**config.mk**
```make
export PLATFORM = sky130hd
export DESIGN_NAME = idma_err_collect
export DESIGN_NICKNAME = d
export VERILOG_FILES = /design/src/rtl/idma_err_collect.sv
export SDC_FILE = /design/constraint.sdc
export NUM_CORES = 1
export LEC_CHECK = 0
export ABC_AREA = 1
export ABC_CLOCK_PERIOD_IN_PS = 4000
export CORE_ASPECT_RATIO = 1.5
export CORE_UTILIZATION = 31
export CTS_BUF_LIST = sky130_fd_sc_hd__clkbuf_4 sky130_fd_sc_hd__clkbuf_8 sky130_fd_sc_hd__clkbuf_16
export CTS_CLUSTER_DIAMETER = 30
export DETAILED_ROUTE_END_ITERATION = 8
export PLACE_DENSITY_LB_ADDON = 0.3
export SYNTH_ARGS = -nofsm -noshare
export SYNTH_HDL_FRONTEND = slang
export SYNTH_SLANG_ARGS = --single-unit
```
**constraint.sdc**
```tcl
create_clock -name clk_i -period 4 [get_ports clk_i]
set_input_delay 1 -clock clk_i [delete_from_list [all_inputs] [get_ports clk_i]]
set_output_delay 1 -clock clk_i [all_outputs]
set_load 0.05 [all_outputs]
```
**src/rtl/idma_err_collect.sv**
```systemverilog
// idma_err_collect: gathers error events from several iDMA backend channels,
// queues them, hands them one at a time to the frontend and routes the
// frontend's CONTINUE/ABORT answer back to the channel that raised the error.

package idma_pkg;
    typedef logic [1:0] err_type_t;

    localparam err_type_t BUS_READ  = 2'd0;
    localparam err_type_t BUS_WRITE = 2'd1;
    localparam err_type_t BACKEND   = 2'd2;
    localparam err_type_t ND_MIDEND = 2'd3;

    typedef enum logic {
        CONTINUE = 1'b0,
        ABORT    = 1'b1
    } eh_action_e;

    typedef enum logic {
        NO_ERROR_HANDLING = 1'b0,
        ERROR_HANDLING    = 1'b1
    } error_cap_e;
endpackage

module idma_err_collect #(
    parameter int unsigned          NumChannels = 4,
    parameter int unsigned          AddrWidth   = 32,
    parameter int unsigned          FifoDepth   = 4,
    parameter idma_pkg::error_cap_e ErrorCap    = idma_pkg::ERROR_HANDLING,
    parameter int unsigned          CntWidth    = 16,
    localparam int unsigned         ChW         = (NumChannels > 1) ? $clog2(NumChannels) : 1
) (
    input  logic                                    clk_i,
    input  logic                                    rst_i,
    input  logic [NumChannels-1:0]                  err_valid_i,
    output logic [NumChannels-1:0]                  err_ready_o,
    input  idma_pkg::err_type_t [NumChannels-1:0]   err_type_i,
    input  logic [NumChannels-1:0][AddrWidth-1:0]   err_addr_i,
    output logic                                    rep_valid_o,
    input  logic                                    rep_ready_i,
    output idma_pkg::err_type_t                     rep_type_o,
    output logic [AddrWidth-1:0]                    rep_addr_o,
    output logic [ChW-1:0]                          rep_chan_o,
    input  logic                                    eh_valid_i,
    output logic                                    eh_ready_o,
    input  logic                                    eh_action_i,
    output logic [NumChannels-1:0]                  act_valid_o,
    output logic                                    act_o,
    output logic                                    busy_o,
    output logic [CntWidth-1:0]                     err_count_o
);
    localparam int unsigned PtrW = (FifoDepth > 1) ? $clog2(FifoDepth) : 1;
    localparam int unsigned FcW  = $clog2(FifoDepth + 1);
    localparam logic [PtrW-1:0] LastPtr = PtrW'(FifoDepth - 1);
    localparam logic [ChW-1:0]  LastCh  = ChW'(NumChannels - 1);
    localparam bit IsEh = (ErrorCap == idma_pkg::ERROR_HANDLING);

    typedef struct packed {
        idma_pkg::err_type_t  typ;
        logic [AddrWidth-1:0] addr;
        logic [ChW-1:0]       chan;
    } rec_t;

    typedef enum logic [1:0] {
        IDLE     = 2'd0,
        REPORT   = 2'd1,
        WAIT_ACT = 2'd2,
        ISSUE    = 2'd3
    } state_e;

    state_e                 r_state, w_state_nxt;
    logic                   r_action;
    rec_t                   r_mem [FifoDepth];
    logic [PtrW-1:0]        r_rd_ptr, r_wr_ptr;
    logic [FcW-1:0]         r_fcnt;
    logic [NumChannels-1:0] r_outst;
    logic [ChW-1:0]         r_rr_ptr;
    logic [CntWidth-1:0]    r_err_cnt;

    logic [NumChannels-1:0] w_req, w_gnt, w_set;
    logic [ChW-1:0]         w_gnt_idx;
    logic                   w_gnt_vld, w_push, w_pop, w_issue;
    logic                   w_fifo_full, w_fifo_empty;
    rec_t                   w_head, w_push_rec;

    assign w_fifo_full  = (r_fcnt == FcW'(FifoDepth));
    assign w_fifo_empty = (r_fcnt == '0);
    assign w_head       = r_mem[r_rd_ptr];
    assign w_req        = err_valid_i & ~r_outst;
    assign w_issue      = (r_state == ISSUE);
    assign w_pop        = w_issue;
    // A full FIFO refuses a push even when the head is popped in the same cycle.
    assign w_push       = w_gnt_vld & ~w_fifo_full;

    // Round-robin pick: first requester at or above the pointer, else wrap to the lowest.
    always_comb begin
        w_gnt_vld = 1'b0;
        w_gnt_idx = '0;
        for (int i = 0; i < NumChannels; i++) begin
            if (!w_gnt_vld && w_req[i] && (ChW'(i) >= r_rr_ptr)) begin
                w_gnt_vld = 1'b1;
                w_gnt_idx = ChW'(i);
            end
        end
        for (int i = 0; i < NumChannels; i++) begin
            if (!w_gnt_vld && w_req[i] && (ChW'(i) < r_rr_ptr)) begin
                w_gnt_vld = 1'b1;
                w_gnt_idx = ChW'(i);
            end
        end
    end

    // One-hot grant, the record to push and the per-channel handshake.
    always_comb begin
        w_gnt      = '0;
        w_push_rec = '0;
        for (int i = 0; i < NumChannels; i++) begin
            w_gnt[i] = w_gnt_vld && (w_gnt_idx == ChW'(i));
            if (w_gnt[i]) begin
                w_push_rec.typ  = err_type_i[i];
                w_push_rec.addr = err_addr_i[i];
                w_push_rec.chan = ChW'(i);
            end
        end
        w_set       = w_push ? w_gnt : '0;
        err_ready_o = (!rst_i && !w_fifo_full) ? w_gnt : '0;
    end

    // Next-state logic of the report/answer sequencer.
    always_comb begin
        w_state_nxt = r_state;
        unique case (r_state)
            IDLE:     if (!w_fifo_empty) w_state_nxt = IsEh ? REPORT : ISSUE;
            REPORT:   if (rep_ready_i) w_state_nxt = WAIT_ACT;
            WAIT_ACT: if (eh_valid_i) w_state_nxt = ISSUE;
            ISSUE:    w_state_nxt = IDLE;
            default:  w_state_nxt = IDLE;
        endcase
    end

    // Frontend-facing outputs; report fields read zero when no report is offered.
    always_comb begin
        rep_valid_o = IsEh && (r_state == REPORT) && !rst_i;
        eh_ready_o  = IsEh && (r_state == WAIT_ACT) && !rst_i;
        rep_type_o  = rep_valid_o ? w_head.typ  : '0;
        rep_addr_o  = rep_valid_o ? w_head.addr : '0;
        rep_chan_o  = rep_valid_o ? w_head.chan : '0;
        act_valid_o = '0;
        for (int i = 0; i < NumChannels; i++) begin
            act_valid_o[i] = w_issue && !rst_i && (w_head.chan == ChW'(i));
        end
        act_o       = (w_issue && !rst_i) ? (IsEh ? r_action : 1'b0) : 1'b0;
        busy_o      = !w_fifo_empty || (r_state != IDLE);
        err_count_o = r_err_cnt;
    end

    // State register and the latched frontend answer.
    always_ff @(posedge clk_i) begin
        if (rst_i) begin
            r_state  <= IDLE;
            r_action <= 1'b0;
        end else begin
            r_state <= w_state_nxt;
            if (eh_ready_o && eh_valid_i) r_action <= eh_action_i;
        end
    end

    // Record storage; contents need no reset since the head is only shown when valid.
    always_ff @(posedge clk_i) begin
        if (!rst_i && w_push) r_mem[r_wr_ptr] <= w_push_rec;
    end

    // FIFO pointers and occupancy.
    always_ff @(posedge clk_i) begin
        if (rst_i) begin
            r_rd_ptr <= '0;
            r_wr_ptr <= '0;
            r_fcnt   <= '0;
        end else begin
            if (w_push) r_wr_ptr <= (r_wr_ptr == LastPtr) ? '0 : r_wr_ptr + PtrW'(1);
            if (w_pop)  r_rd_ptr <= (r_rd_ptr == LastPtr) ? '0 : r_rd_ptr + PtrW'(1);
            r_fcnt <= r_fcnt + FcW'(w_push) - FcW'(w_pop);
        end
    end

    // Outstanding bits, round-robin pointer and saturating error counter.
    always_ff @(posedge clk_i) begin
        if (rst_i) begin
            r_outst   <= '0;
            r_rr_ptr  <= '0;
            r_err_cnt <= '0;
        end else begin
            r_outst <= (r_outst | w_set) & ~act_valid_o;
            if (w_push) begin
                r_rr_ptr <= (w_gnt_idx == LastCh) ? '0 : w_gnt_idx + ChW'(1);
                if (r_err_cnt != '1) r_err_cnt <= r_err_cnt + CntWidth'(1);
            end
        end
    end
endmodule

```
==> run summary, run 1 <==
commonest non-fill, non-tap cell in the layout = nor2_1
count of cell types in the netlist = 32
endpoint type of the worst setup path = primary output
final WL = 29200 um
placed inst area = 12400 um2
Fin. Hold Viols = 0
CTS Root Cell = clkbuf_16
CP Launch Type = primary input
initial antenna violation count = 5
synthesized instance count = 1153
CP Max Fanout = 3
synthesized flop and latch total = 178
CTS resizes = 0
hold buffers post-CTS = 0
GP Congestion = 0.877
TritonCTS Buffers = 17
largest net degree at the start of global routing = 42
Post-CTS Setup Inserts = 0
synth warn = 0
Syn Area/Cell = 8.13 um2
die width = 144 um
Max IR drop VDD = 425 uV
total core area = 29600 um2
CTS Buffer Depth = 2
fillcell total = 2907
total track usage = 19.3%
highest clock rate = 261 MHz
Vias/cell = 4.77
CP Data Required Time = 3000 ps
Critical Path AT = 2840 ps
Post-DRT Antenna Nets = 0
Min-Delay Path Class = flop to flop
TritonCTS clock tree = done
syn nets = 1316
total gr overflow = 0
Worst Clk Skew = 12.2 ps
max_cap viols = 0
area grow syn2layout = 38.6%
Slew Limit Fails = 0
worst skew pair latency = 430 ps
die area = 31000 um2
initial DRC count = 455
Tightest Pin Transition = 641 ps
P_leak = 0.00535 uW
Boundary Pins = 209
worst hold slack = 451 ps
DR pass1 iterations = 5
slew margin rel. = 57.2%
multi-input combinational cell area = 3660 um2
die height = 215 um
synthesized area = 9380 um2
most frequent cells in the layout = nor2_1, nand2_1, clkdlybuf4s50_1
first-pass GRT wire length = 44700 um
Routed WL per cell = 16.6 um
WS Path Type = primary input to primary output
Final TNS setup = 0 ps
worst setup margin = 162 ps
post-route cell area = 13000 um2
fin crit share = 95.9%
Starting Density = 31.7%
vias in the first global route = 8234
share of layout cells above drive strength 1 = 9.77%
row count = 77
total number of vias = 8393
total number of H-tree levels = 4
Power Density = 717 nW/um2
number of buffers inserted by port buffering = 208
Layout Cells excl Fill = 1759
Placed Cells = 1724
# DRC = 0
Final nets = 1511
clk slew on worst S/H paths = 70 ps
DPL Wire Length = 20300 um
status = finished clean
Place WS = 176 ps
Seq/Total Area, Yosys = 53.4%
register area = 5010 um2
clock sinks = 178
setup violators final = 0
fin crit period = 3840 ps
-- state kept, by name (all words and copies together), names as in the netlist, named ones only --
register     cells
r_action         1
r_outst          4
r_wr_ptr         2
err_count_o     16
r_fcnt           3
r_rd_ptr         2
r_state          2
r_mem          144
r_rr_ptr         2
-- through the flow --
stage          total power (uW)  utilization, %
2_1_floorplan              6110               -
4_1_cts                    9400            43.9
6_report                   9320            43.9
3_5_place_dp               7810            42.0
5_1_grt                    9980            43.9
3_3_place_gp               7690            42.0
-- cells by family after synthesis --
group           after synthesis  synth area share (%)
compound gates              142                  7.77
xor+xnor                      8                 0.747
fa+ha+maj                    18                  2.48
buf+inv                     187                  8.10
flops                       178                  53.4
simple gates                620                  27.5
-- where the power goes --
part           switching [uW]  total (uW)  internal, uW
Sequential                160        3290          3130
Combinational            3000        4460          1460
Clock                     722        1580           858
Total                    3880        9320          5440
-- final timing paths --
| kind | end | slack, ps | depth (start not counted) | from |
|---|---|---|---|---|
| hold reg to reg | r_outst[0]$_SDFF_PP0_ | 450 | 2 | r_outst[0]$_SDFF_PP0_ |
| setup / recovery | err_ready_o[0] | 160 | 13 | err_valid_i[0] |
| hold / removal | r_outst[0]$_SDFF_PP0_ | 450 | 2 | r_outst[0]$_SDFF_PP0_ |
| setup reg to reg | r_mem[3][26]$_DFFE_PP_ | 1350 | 13 | r_rr_ptr[1]$_SDFFE_PP0N_ |
-- cell usage after synthesis, drive strengths merged --
master / n / area (um2)
nor2: 293 / 1110
nand2: 213 / 802
edfxtp: 144 / 4320
inv: 121 / 454
o21ai: 81 / 409
a21oi: 57 / 285
nand4: 56 / 372
nand3: 52 / 265
clkbuf: 36 / 135
dfxtp: 34 / 681
buf: 28 / 163
ha: 17 / 213
nor3: 4 / 20.0
xnor2: 4 / 35.0
xor2: 4 / 35.0
clkinv: 2 / 7.51
nand3b: 2 / 15.0
a211oi: 1 / 7.51
a32oi: 1 / 8.76
fa: 1 / 20.0
o221ai: 1 / 8.76
o22a: 1 / 8.76
-- cell type report --
cell class,instances,share of cell area [%]
Clock inverter,13,0.761
Antenna cell,3,0.0578
Tap cell,395,3.80
Inverter,123,3.55
Sequential cell,178,38.5
Clock buffer,19,3.57
Multi-Input combinational cell,788,28.2
Timing Repair Buffer,240,21.5
-- critical path: stages --
cell and delay, ps:
clkdlybuf4s50_1 450, inv_1 30, nor2_1 140, nand2_1 120, nand2_2 110, nor2_4 50, nand3b_1 100, nand3_1 100
inv_1 90, ha_1 180, nand3_1 120, nor2_1 150, buf_6 180
-- metal layers --
metal	routed length (um)	share of wire (%)	GRT usage, %
met1	11400	39	21.7
met2	15600	54	35.2
met3	1460	5.0	3.81
met4	626	2.1	7.09
met5	27	0.093	0
Power figures use the tool's default switching activity.
==> run 2, diff against run 1 <==
--- a/config.mk
+++ b/config.mk
@@ -14,3 +14,2 @@
 export DETAILED_ROUTE_END_ITERATION = 8
-export PLACE_DENSITY_LB_ADDON = 0.3
 export SYNTH_ARGS = -nofsm -noshare
==> constraint.sdc (replaced) <==
create_clock -name clk_i -period 4 [get_ports clk_i]
set_input_delay 0.4 -clock clk_i [delete_from_list [all_inputs] [get_ports clk_i]]
set_output_delay 0.4 -clock clk_i [all_outputs]
set_load 0.05 [all_outputs]
==> run summary, run 2 (synthesized netlist as in run 1, its figures left out) <==
DR pass1 iterations = 5 (unchanged)
GP Congestion = 0.877 (about the same)
CTS Root Cell = clkbuf_16 (unchanged)
Routed WL per cell = 17.5 um (was 16.6 um)
Starting Density = 31.7% (unchanged)
TritonCTS Buffers = 17 (unchanged)
commonest non-fill, non-tap cell in the layout = nor2_1 (unchanged)
die area = 31000 um2 (unchanged)
largest net degree at the start of global routing = 69 (was 42)
number of buffers inserted by port buffering = 208 (unchanged)
Layout Cells excl Fill = 1746 (was 1759)
worst-path cell chain = inv_2 -> nand2_1 -> a32oi_1 -> nand2_1 -> inv_1 -> clkdlybuf4s50_1 (was clkdlybuf4s50_1 -> inv_1 -> nor2_1 -> nand2_1 -> nand2_2 -> nor2_4 -> nand3b_1 -> nand3_1 -> inv_1 -> ha_1 -> nand3_1 -> nor2_1 -> buf_6)
initial DRC count = 577 (was 455)
CP Launch Type = flop (was primary input)
Final nets = 1501 (was 1511)
family with the most delay on the worst path = buffers and inverters (was simple AND/OR/NAND/NOR gates)
Worst Clk Skew = 10.0 ps (was 12.2 ps)
setup violators final = 0 (unchanged)
vias in the first global route = 8419 (was 8234)
Slew Limit Fails = 0 (unchanged)
Placed Cells = 1714 (was 1724)
first-pass GRT wire length = 46500 um (was 44700 um)
fin crit period = 3400 ps (was 3840 ps)
Design Power = 9160 uW (was 9320 uW)
highest clock rate = 294 MHz (was 261 MHz)
clock sinks = 178 (unchanged)
Post-DRT Antenna Nets = 0 (unchanged)
status = finished clean (unchanged)
Antenna Cells = 0 (was 3)
fin crit share = 84.9% (was 95.9%)
Post-CTS Setup Inserts = 0 (unchanged)
Top reg by flops = r_mem (unchanged)
register area = 5010 um2 (unchanged)
Min-Delay Path Class = flop to flop (unchanged)
combinational share of power = 46.2% (was 47.8%)
Final TNS setup = 0 ps (unchanged)
max reg flops = 144 (unchanged)
die height = 215 um (unchanged)
DPL Wire Length = 21200 um (was 20300 um)
hold buffers post-CTS = 0 (unchanged)
CTS resizes = 0 (unchanged)
CP Max Fanout = 31 (was 3)
total track usage = 20.3% (was 19.3%)
Fin. Hold Viols = 0 (unchanged)
NetSw = 3780 uW (was 3880 uW)
total core area = 29600 um2 (unchanged)
share of layout cells above drive strength 1 = 8.36% (was 9.77%)
Critical Path AT = 3000 ps (was 2840 ps)
Sw Ratio = 41.3% (was 41.7%)
CP peak stage delay = 800 ps (was 450 ps)
initial antenna violation count = 4 (was 5)
max_cap viols = 0 (unchanged)
area grow syn2layout = 34.5% (was 38.6%)
Bufs and invs on worst path = 3 (was 4)
row count = 77 (unchanged)
Tightest Pin Transition = 771 ps (was 641 ps)
internal power = 5380 uW (was 5440 uW)
WS Path Type = flop to primary output (was primary input to primary output)
final WL = 30500 um (was 29200 um)
P_leak = 0.00522 uW (was 0.00535 uW)
most frequent cells in the layout = nor2_1, nand2_1, clkdlybuf4s50_1 (unchanged)
clk slew on worst S/H paths = 70 ps (about the same)
Vias/cell = 4.86 (was 4.77)
post-layout util = 42.6% (was 43.9%)
Max IR drop VDD = 376 uV (was 425 uV)
die width = 144 um (unchanged)
Critical Path Slowest Stage Cell = clkdlybuf4s50_1 (unchanged)
TritonCTS clock tree = done (unchanged)
CTS Buffer Depth = 2 (unchanged)
fillcell total = 2905 (was 2907)
Clock Power Share = 17.9% (was 16.9%)
total number of H-tree levels = 4 (unchanged)
RSZ-0062 raised after global routing = no
Reg power frac = 35.9% (was 35.2%)
# DRC = 0 (unchanged)
endpoint type of the worst setup path = primary output (unchanged)
Power Density = 726 nW/um2 (was 717 nW/um2)
total number of vias = 8477 (was 8393)
multi-input combinational cell area = 3660 um2 (about the same)
CP dominant cell by count = nand2_1
slew margin rel. = 48.6% (was 57.2%)
Boundary Pins = 209 (unchanged)
worst skew pair latency = 440 ps (was 430 ps)
CP Data Required Time = 3600 ps (was 3000 ps)
total gr overflow = 0 (unchanged)
run 2: worst paths after layout:
path	start	end	slack (ps)	cells after the start
hold / removal	r_outst[0]$_SDFF_PP0_	r_outst[0]$_SDFF_PP0_	450	2
setup / recovery	flop	act_valid_o[3]	600	6
setup reg to reg	r_outst[0]$_SDFF_PP0_	r_mem[2][29]$_DFFE_PP_	1300	12
hold reg to reg	r_outst[0]$_SDFF_PP0_	r_outst[0]$_SDFF_PP0_	450	2
run 2: worst reg2reg max path, cell delays in order (launching register included):
cell      delay (ps)
dfxtp_1          310
nor2_1           200
nand2_1          120
nand2_1          140
nor2_4            60
nand3b_1         100
nand3_1          200
inv_1            140
ha_2             410
buf_4            410
nand4_1          150
nand2_1          110
nor2_1            80
run 2: layout make-up:
cell class / instances / area share, %
clock inverter: 9 / 0.486
multi-input combinational: 788 / 29.0
clock buffer: 23 / 4.30
timing repair buffer: 230 / 18.9
tap: 395 / 3.92
sequential: 178 / 39.7
inverter: 123 / 3.66
run 2: power groups by stage:
stage / logic, uW / clock network, uW / registers (uW)
2_1_floorplan: 2780 / 0 / 3330
3_3_place_gp: 4170 / 0 / 3320
3_5_place_dp: 4220 / 0 / 3320
4_1_cts: 4230 / 1670 / 3290
5_1_grt: 4700 / 1740 / 3340
6_report: 4230 / 1640 / 3290
run 2: through the flow:
stage	hold slack, ps	setup WS [ps]	area (um2)
after floorplan	426	659	9380
after global placement	439	844	12000
after detailed placement	446	794	12000
after CTS	457	620	12600
after global routing	481	438	12600
final	454	602	12600
run 2: layer usage:
metal  wire length, um  global-route usage, %
met1             11600                   22.6
met2             15900                   36.1
met3              2020                   4.81
met4              1010                   8.83
met5                57                      0
==> run 3, diff against run 2 <==
Settings changed: ABC_CLOCK_PERIOD_IN_PS 4000 to 3400.
Clock period 4 ns to 3.4 ns, I/O delays scaled along.
==> run summary, run 3 (synthesized netlist as in run 1, its figures left out) <==
area grow syn2layout = 39.2% (was 34.5%)
clock sinks = 178 (unchanged)
number of buffers inserted by port buffering = 208 (unchanged)
die width = 144 um (unchanged)
final WL = 29700 um (was 30500 um)
Boundary Pins = 209 (unchanged)
initial antenna violation count = 2 (was 4)
CTS resizes = 0 (unchanged)
TritonCTS Buffers = 17 (unchanged)
total track usage = 19.7% (was 20.3%)
Design Power = 11100 uW (was 9160 uW)
vias in the first global route = 8220 (was 8419)
first-pass GRT wire length = 45400 um (was 46500 um)
status = finished clean (unchanged)
Layout Cells excl Fill = 1756 (was 1746)
slew margin rel. = 45.6% (was 48.6%)
RSZ-0062 raised after global routing = no (unchanged)
Slew Limit Fails = 0 (unchanged)
register area = 5010 um2 (unchanged)
die area = 31000 um2 (unchanged)
fin crit period = 2980 ps
Vias/cell = 4.77 (was 4.86)
Final TNS setup = 0 ps (unchanged)
CP Launch Type = flop (unchanged)
CTS Root Cell = clkbuf_16 (unchanged)
setup violators final = 0 (unchanged)
Worst Clk Skew = 11.2 ps (was 10.0 ps)
total gr overflow = 0 (unchanged)
multi-input combinational cell area = 3660 um2 (unchanged)
CTS Buffer Depth = 2 (unchanged)
P_leak = 0.00537 uW (was 0.00522 uW)
commonest non-fill, non-tap cell in the layout = nor2_1 (unchanged)
CP Data Required Time = 3060 ps (was 3600 ps)
fin crit share = 87.6%
Power Density = 852 nW/um2 (was 726 nW/um2)
Placed Cells = 1725 (was 1714)
DR pass1 iterations = 4 (was 5)
Sw Ratio = 40.3% (was 41.3%)
Reg power frac = 34.8% (was 35.9%)
Tightest Pin Transition = 816 ps (was 771 ps)
combinational share of power = 46.9% (was 46.2%)
die height = 215 um (unchanged)
Antenna Cells = 0 (unchanged)
WS Path Type = flop to primary output (unchanged)
Clock Power Share = 18.3% (was 17.9%)
Max IR drop VDD = 547 uV (was 376 uV)
total core area = 29600 um2 (unchanged)
initial DRC count = 557 (was 577)
total number of vias = 8382 (was 8477)
max_cap viols = 0 (unchanged)
endpoint type of the worst setup path = primary output (unchanged)
largest net degree at the start of global routing = 91 (was 69)
worst skew pair latency = 430 ps (was 440 ps)
TritonCTS clock tree = done (unchanged)
hold buffers post-CTS = 0 (unchanged)
internal power = 6630 uW (was 5380 uW)
Post-DRT Antenna Nets = 0 (unchanged)
Final nets = 1512 (was 1501)
max reg flops = 144 (unchanged)
Routed WL per cell = 16.9 um (was 17.5 um)
Critical Path AT = 2640 ps (was 3000 ps)
Post-CTS Setup Inserts = 0 (unchanged)
most frequent cells in the layout = nor2_1, nand2_1, clkdlybuf4s50_1 (unchanged)
Starting Density = 31.7% (unchanged)
Min-Delay Path Class = flop to flop (unchanged)
total number of H-tree levels = 4 (unchanged)
GP Congestion = 0.887 (was 0.877)
fillcell total = 2893 (was 2905)
highest clock rate = 336 MHz
Top reg by flops = r_mem (unchanged)
DPL Wire Length = 20300 um (was 21200 um)
CP Max Fanout = 72 (was 31)
share of layout cells above drive strength 1 = 9.33% (was 8.36%)
Fin. Hold Viols = 0 (unchanged)
row count = 77 (unchanged)
NetSw = 4480 uW (was 3780 uW)
# DRC = 0 (unchanged)
clk slew on worst S/H paths = 70 ps (about the same)
## run 3: cell count changes in the layout (fill, tap and decap cells not counted), sizes merged
cell / change
clkinvlp: +1
clkdlybuf4s50: -5
inv: -4
clkbuf: -2
buf: +16
bufinv: +4
## run 3: final cells by class
class | instances | area share (%)
repair buffers | 241 | 21.6
multi-input cells | 788 | 28.0
flip-flops and latches | 178 | 38.4
clock inverters | 10 | 1.23
inverters | 123 | 3.54
clock buffers | 21 | 3.49
well taps | 395 | 3.79
## run 3: power groups by stage
stage / Clock [uW] / Sequential (uW) / Combinational (uW)
6_report: 2040 / 3870 / 5210
4_1_cts: 2060 / 3870 / 5230
3_3_place_gp: 0 / 3900 / 5140
2_1_floorplan: 0 / 3920 / 3270
5_1_grt: 2150 / 3930 / 5790
3_5_place_dp: 0 / 3910 / 5210
## run 3: metal layers
layer	global-route usage (%)	part of all wire, %	up-vias
met3	4.32	5.9	37
met2	35.7	53	244
met4	6.35	1.7	4
met1	22.5	40	3938
met5	0	0.081	-
li1	-	-	4159
## run 3: worst paths after layout
kind         slack (ps)  cells after the start                      from                    end
max reg2reg         850                     13  r_rr_ptr[1]$_SDFFE_PP0N_  r_mem[3][7]$_DFFE_PP_
min reg2reg         450                      2     r_outst[0]$_SDFF_PP0_  r_outst[0]$_SDFF_PP0_
max                 420                      5                      flop         act_valid_o[1]
min                 450                      2     r_outst[0]$_SDFF_PP0_  r_outst[0]$_SDFF_PP0_
## run 3: critical path: stages (launching register included)
cell     delay [ps]
dfxtp_2         340
buf_4           630
o21ai_0         230
o22a_1          330
nor3_1          440
buf_12          200
## run 3: per-stage QoR
stage          setup slack, ps  hold WS, ps  cell area, um2  utilization (%)
3_3_place_gp               508          444           12400             42.1
3_5_place_dp               443          445           12400             42.1
4_1_cts                    416          455           13100             44.1
6_report                   422          452           13100             44.1
2_1_floorplan              119          426            9380                -
5_1_grt                    225          490           13100             44.1
